<file path="src/rtl/lsu_dcache_arbiter.sv">
// Arbitrates load issue and store drain onto the single D-cache request port,
// and routes in-order load responses back to their LDQ entry.
module lsu_dcache_arbiter #(
    parameter int LDQ_IDX_W    = 4,
    parameter int SDQ_CNT_W    = 4,
    parameter int DRAIN_HI     = 6,
    parameter int DRAIN_LO     = 2,
    parameter int STARVE_LIMIT = 8,
    parameter int MAX_OUTST    = 2
) (
    input  logic                 clk,
    input  logic                 rst_n,
    input  logic                 ld_vld,
    output logic                 ld_rdy,
    input  logic [LDQ_IDX_W-1:0] ld_ldq_idx,
    input  logic [31:0]          ld_addr,
    input  logic                 st_vld,
    output logic                 st_rdy,
    input  logic [31:0]          st_addr,
    input  logic [31:0]          st_data,
    input  logic [3:0]           st_be,
    input  logic [SDQ_CNT_W-1:0] sdq_count,
    input  logic                 flush,
    output logic                 dc_req_vld,
    input  logic                 dc_req_rdy,
    output logic                 dc_req_we,
    output logic [31:0]          dc_req_addr,
    output logic [31:0]          dc_req_wdata,
    output logic [3:0]           dc_req_be,
    input  logic                 dc_rsp_vld,
    input  logic [31:0]          dc_rsp_data,
    output logic                 ld_rsp_vld,
    output logic [LDQ_IDX_W-1:0] ld_rsp_ldq_idx,
    output logic [31:0]          ld_rsp_data
);

    localparam int PTR_W = (MAX_OUTST > 1) ? $clog2(MAX_OUTST) : 1;
    localparam int CNT_W = $clog2(MAX_OUTST + 1);
    localparam int STV_W = $clog2(STARVE_LIMIT + 1);

    typedef enum logic {NORMAL, DRAIN} mode_t;

    mode_t                r_mode;
    logic [STV_W-1:0]     r_starve;
    logic                 r_req_vld;
    logic                 r_req_we;
    logic [31:0]          r_req_addr;
    logic [31:0]          r_req_wdata;
    logic [3:0]           r_req_be;
    logic [LDQ_IDX_W-1:0] r_tag_idx [MAX_OUTST];
    logic [MAX_OUTST-1:0] r_tag_kill;
    logic [PTR_W-1:0]     r_wr_ptr;
    logic [PTR_W-1:0]     r_rd_ptr;
    logic [CNT_W-1:0]     r_cnt;

    logic w_slot_free;
    logic w_pop;
    logic w_load_ok;
    logic w_st_prio;
    logic w_ld_grant;
    logic w_st_grant;
    logic w_enter_drain;

    function automatic logic [PTR_W-1:0] ptr_inc(input logic [PTR_W-1:0] p);
        return (p == PTR_W'(MAX_OUTST - 1)) ? '0 : p + 1'b1;
    endfunction

    assign w_slot_free   = !r_req_vld || dc_req_rdy;
    assign w_pop         = dc_rsp_vld && (r_cnt != '0);
    // A same-cycle pop frees a tag slot, so a full FIFO still accepts a load.
    assign w_load_ok     = w_slot_free && !flush && ((r_cnt < CNT_W'(MAX_OUTST)) || w_pop);
    assign w_st_prio     = (r_mode == DRAIN) || (r_starve == STV_W'(STARVE_LIMIT));
    assign w_ld_grant    = rst_n && ld_vld && w_load_ok && !(w_st_prio && st_vld && w_slot_free);
    assign w_st_grant    = rst_n && st_vld && w_slot_free && !w_ld_grant;
    assign w_enter_drain = (r_mode == NORMAL) && (sdq_count >= SDQ_CNT_W'(DRAIN_HI));

    assign ld_rdy         = w_ld_grant;
    assign st_rdy         = w_st_grant;
    assign dc_req_vld     = r_req_vld;
    assign dc_req_we      = r_req_we;
    assign dc_req_addr    = r_req_addr;
    assign dc_req_wdata   = r_req_wdata;
    assign dc_req_be      = r_req_be;
    assign ld_rsp_vld     = w_pop && !r_tag_kill[r_rd_ptr] && !flush;
    assign ld_rsp_ldq_idx = r_tag_idx[r_rd_ptr];
    assign ld_rsp_data    = dc_rsp_data;

    always_ff @(posedge clk or negedge rst_n) begin
        if (!rst_n) begin
            r_mode   <= NORMAL;
            r_starve <= '0;
        end else begin
            case (r_mode)
                NORMAL: if (w_enter_drain) r_mode <= DRAIN;
                DRAIN:  if (sdq_count <= SDQ_CNT_W'(DRAIN_LO)) r_mode <= NORMAL;
                default: r_mode <= NORMAL;
            endcase
            if (w_st_grant || w_enter_drain)
                r_starve <= '0;
            else if ((r_mode == NORMAL) && st_vld && (r_starve != STV_W'(STARVE_LIMIT)))
                r_starve <= r_starve + 1'b1;
        end
    end

    // Request slot: fields change only when the slot is free to reload.
    always_ff @(posedge clk or negedge rst_n) begin
        if (!rst_n) begin
            r_req_vld   <= 1'b0;
            r_req_we    <= 1'b0;
            r_req_addr  <= '0;
            r_req_wdata <= '0;
            r_req_be    <= '0;
        end else if (w_slot_free) begin
            r_req_vld <= w_ld_grant || w_st_grant;
            if (w_ld_grant) begin
                r_req_we    <= 1'b0;
                r_req_addr  <= ld_addr;
                r_req_wdata <= '0;
                r_req_be    <= 4'hF;
            end else if (w_st_grant) begin
                r_req_we    <= 1'b1;
                r_req_addr  <= st_addr;
                r_req_wdata <= st_data;
                r_req_be    <= st_be;
            end
        end
    end

    always_ff @(posedge clk or negedge rst_n) begin
        if (!rst_n) begin
            r_wr_ptr   <= '0;
            r_rd_ptr   <= '0;
            r_cnt      <= '0;
            r_tag_kill <= '0;
            for (int i = 0; i < MAX_OUTST; i++) r_tag_idx[i] <= '0;
        end else begin
            if (flush) r_tag_kill <= '1;
            if (w_ld_grant) begin
                r_tag_idx[r_wr_ptr]  <= ld_ldq_idx;
                r_tag_kill[r_wr_ptr] <= 1'b0;
                r_wr_ptr             <= ptr_inc(r_wr_ptr);
            end
            if (w_pop) r_rd_ptr <= ptr_inc(r_rd_ptr);
            case ({w_ld_grant, w_pop})
                2'b10:   r_cnt <= r_cnt + 1'b1;
                2'b01:   r_cnt <= r_cnt - 1'b1;
                default: r_cnt <= r_cnt;
            endcase
        end
    end

endmodule

</file>
<file path="config.mk">
export PLATFORM = sky130hd
export DESIGN_NAME = lsu_dcache_arbiter
export DESIGN_NICKNAME = d
export VERILOG_FILES = /design/src/rtl/lsu_dcache_arbiter.sv
export SDC_FILE = /design/constraint.sdc
export NUM_CORES = 1
export LEC_CHECK = 0
export CAP_MARGIN = 20
export CORE_ASPECT_RATIO = 2
export CORE_MARGIN = 3
export CORE_UTILIZATION = 34
export DETAILED_ROUTE_END_ITERATION = 8
export PLACE_DENSITY = 0.81
export SLEW_MARGIN = 20
export SYNTH_ARGS = -nofsm -noshare
export SYNTH_HDL_FRONTEND = slang
export SYNTH_SLANG_ARGS = --single-unit
</file>
<file path="constraint.sdc">
create_clock -name clk -period 1.65 [get_ports clk]
set_input_delay 0.2475 -clock clk [delete_from_list [all_inputs] [get_ports clk]]
set_output_delay 0.2475 -clock clk [all_outputs]
set_load 0.01 [all_outputs]
</file>
==> results.py <==
metrics = {
    "run_status": {
        "outcome": "finished with violations",
        "failed_checks": "negative setup slack",
    },
    "setup_path": {
        "slowest_delay_ps": 540,
        "required_ps": 1870,
        "worstPathCellList": "clkdlybuf4s50_1 -> and2b_2 -> or3_4 -> nor3_4 -> buf_4 -> mux2_4",
        "cp-startpoint": "dc_rsp_vld",
        "critPathArrivalTime_ps": 2120,
        "critPathLaunchType": "input port",
        "r2r_slack_ps": -190,
        "ff2ff_path_depth": 9,
        "critPathCaptureType": "register",
        "critPathTopFamily": "simple AND/OR/NAND/NOR gates",
        "cpMaxStageDelayCell": "clkdlybuf4s50_1",
        "worstPathMaxFanout": 4,
        "worst-path-buf-inv": 2,
        "crit_type": "in -> reg",
        "reg2reg_from": "r_starve[0]",
        "r2r-end": "dc_req_wdata[19]",
    },
    "route": {
        "dr.pass1.iters": 4,
        "drc": 0,
        "via_per_inst": 5.420,
        "drt_iter0_drc": 154,
        "wire_per_inst_microns": 21.22,
        "wirelength_microns": 15770,
        "antenna_left": 0,
        "vias": 4027,
    },
    "global_route": {
        "grt-ovfl-total": 0,
        "grt_pass1_wl_microns": 21470,
        "antenna_found_initial": 0,
        "grt_pass1_vias": 4124,
        "grt_usage_pct": 19.81,
        "grt_max_degree": 55,
    },
    "timing": {
        "hold_viol": 0,
        "rsz0062_at_grt": "true",
        "relSlewSlack_pct": 66.67,
        "setup_viol": 80,
        "finalWorstSetupSlack_ps": -245.9,
        "drv_slew": 0,
        "period_share_pct": 114.9,
        "period_needed_ps": 1896,
        "skew_ps": 11.39,
        "hold_ws_ps": 487.1,
        "worst_pin_slew_ps": 500.0,
        "fmax_ghz": 0.5275,
    },
    "logic_synthesis": {
        "yosys_warnings": 0,
        "yosysSeqAreaShare_pct": 53.13,
        "netlist_area_sq_um": 4192,
        "synth-seq-cells": 89,
        "synth_top_family_by_area": "compound AO/OA/AOI/OAI gates",
        "synth_fa_ha_area_share_pct": 0.8955,
        "netlist_instances": 390,
        "synth_simple_gate_area_share_pct": 8.687,
        "synth-compound-area-share_pct": 22.66,
        "synth_xor_area_share_pct": 1.254,
        "synth_nets": 540,
        "synthMuxAreaShare_pct": 3.463,
        "synth_cell_types": 41,
        "avgSynthCellArea_sq_um": 10.75,
    },
    "hold_path": {
        "worstHoldPathCells": 3,
        "hold_end": "dc_req_addr[0]",
        "hp-start": "ld_addr[0]",
        "hold_path_class": "in -> reg",
    },
    "floorplan": {
        "coreArea_sq_um": 11910,
        "die_area_sq_um": 13780,
        "initial_utilization_pct": 35.19,
        "ios": 256,
        "die_w_microns": 84.51,
        "die_y_microns": 163.0,
        "rows": 56,
    },
    "final_layout": {
        "fin_nets": 743,
        "multi_input_area_sq_um": 1793,
        "areaGrowthSynthToFinish_pct": 71.82,
        "finish.utilization_pct": 60.46,
        "fillers": 961,
        "antennaDiodeCount": 0,
        "drive_gt1_share_pct": 24.08,
        "final_area_sq_um": 7202,
        "regArea_sq_um": 2227,
    },
    "clock_network": {
        "cts.sinks": 89,
        "cts-buffers-inserted": 9,
        "cts.path.max_buffers": 2,
        "worstSkewPairLatency_ps": 330,
        "cts_tree": "yes",
        "h-tree-depth": 3,
        "cts_root_buf": "clkbuf_16",
        "clk_pin_slew_worst_paths_ps": 70,
    },
    "pwr": {
        "peakVddDrop_mv": 0.7041,
        "finalPower_mw": 8.135,
        "pwr_density_cell_nw_per_um2": 1130,
        "leakagePower_nw": 2.969,
    },
    "placed_design": {
        "port_buffers": 191,
        "placed_area_sq_um": 6192,
        "post-place-ws_ps": -518.3,
        "gp_congestion": 0.7998,
        "hpwlAfterDp_microns": 10220,
    },
    "run": {
        "max_cap_viol_count": 0,
    },
}
==> layout by cell type, fill, tap and decap left out, types with 5 or more instances in the layout <==
cell | netlist | layout
nor2_1 | 5 | 5
buf_6 | 3 | 13
a22o_1 | 32 | 32
mux2_2 | 12 | 5
nand3_1 | 36 | 27
clkdlybuf4s50_1 | 0 | 183
buf_12 | 0 | 8
a31oi_1 | 32 | 32
clkbuf_16 | 0 | 16
buf_4 | 33 | 35
nand3_2 | 0 | 6
o21ai_2 | 0 | 9
o21ai_1 | 0 | 21
mux2_4 | 0 | 7
dfrtp_1 | 89 | 89
a21oi_1 | 35 | 34
==> cell type report <==
| type | count | share of cell area, % |
|---|---|---|
| repair buffers | 256 | 37.02 |
| flip-flops and latches | 89 | 30.92 |
| multi-input cells | 231 | 24.90 |
| clock buffers | 10 | 3.318 |
| well taps | 145 | 2.519 |
| clock inverters | 6 | 1.008 |
| inverters | 6 | 0.3127 |
==> cell families (layout without fill, tap and decap cells) <==
| family | count (synthesis) | in the layout |
|---|---|---|
| compound gates | 146 | 146 |
| flops | 89 | 89 |
| buf+inv | 70 | 278 |
| simple gates | 63 | 63 |
| mux | 13 | 13 |
| xor+xnor | 6 | 6 |
| fa+ha+maj | 3 | 3 |
==> synth_stat cells, drive strengths merged <==
master   count  share of area [%]
nand3       36                4.3
xnor2        5                1.0
a31oi       32                4.8
dfrtp       89                 53
a22oi        1               0.18
nand4        1               0.15
nand4b       1               0.21
ha           3               0.90
a21boi       1               0.18
a21oi       35                4.2
nor3         5                1.1
o311ai       1               0.63
buf         41                7.3
o21ai       35                4.2
a21o         2               0.36
nor2b        1               0.15
mux2i        1               0.24
xor2         1               0.21
or3          2               0.42
nor2         5               0.45
o21a         1               0.18
and3         1               0.15
o21bai       1               0.27
inv          6               0.54
nand3b       1               0.18
and2         3               0.51
clkbuf      23                2.1
nand2b       2               0.48
mux2        12                3.2
a22o        32                6.7
and2b        1               0.21
nand2        4               0.36
a2111oi      1               0.21
o22a         4               0.84
==> state kept, by name (all words and copies together), names as in the netlist <==
| name | count |
|---|---|
| r_wr_ptr | 1 |
| r_mode | 1 |
| dc_req_vld | 1 |
| dc_req_we | 1 |
| r_tag_idx | 8 |
| r_cnt | 2 |
| r_starve | 4 |
| r_tag_kill | 2 |
| r_rd_ptr | 1 |
| dc_req_addr | 32 |
| dc_req_wdata | 32 |
| dc_req_be | 4 |
==> worst min-delay path, delay by kind of cell <==
kind | cells | cell delay, ps
and+or+nand+nor | 1 | 60
buffers and inverters | 1 | 400
AOI/OAI and AO/OA | 1 | 70
==> stage by stage <==
step           TNS [ps]  instances
6_report         -10350        743
5_1_grt          -14730        743
4_1_cts           -4092        724
3_5_place_dp     -33200        696
3_3_place_gp     -30040        696
2_1_floorplan     -1301        390
==> metal layers <==
metal	up-vias	wire length (microns)	GRT usage (%)
met1	1963	5323	20.91
met3	61	833	3.281
met2	186	8831	36.51
met5	-	0	0
met4	0	778	11.02
li1	1817	-	-
==> where the power goes <==
part | switching [mW] | internal (mW)
logic | 1.25 | 1.77
registers | 0.326 | 2.67
clock network | 0.881 | 1.23
total | 2.46 | 5.67
==> worst max-delay path by stage <==
stage	to	slack, ps	depth (start not counted)
after CTS	st_rdy	-170	7
after floorplan	dc_req_wdata[0]	-60	9
after detailed placement	ld_rsp_vld	-520	4
final	r_tag_idx[6]	-250	6
after global placement	st_rdy	-500	6
after global routing	st_rdy	-260	7
==> repair_timing <==
action | CTS | global route
hold buffers | 2 | 0
buffers inserted | 12 | 10
endpoints found under the hold margin | 35 | 0
pin swaps | 9 | 28
resized for setup | 64 | 75
setup endpoints to repair | 85 | 144
cloned | 0 | 10
No activity file was read; power rests on OpenSTA's default activity.
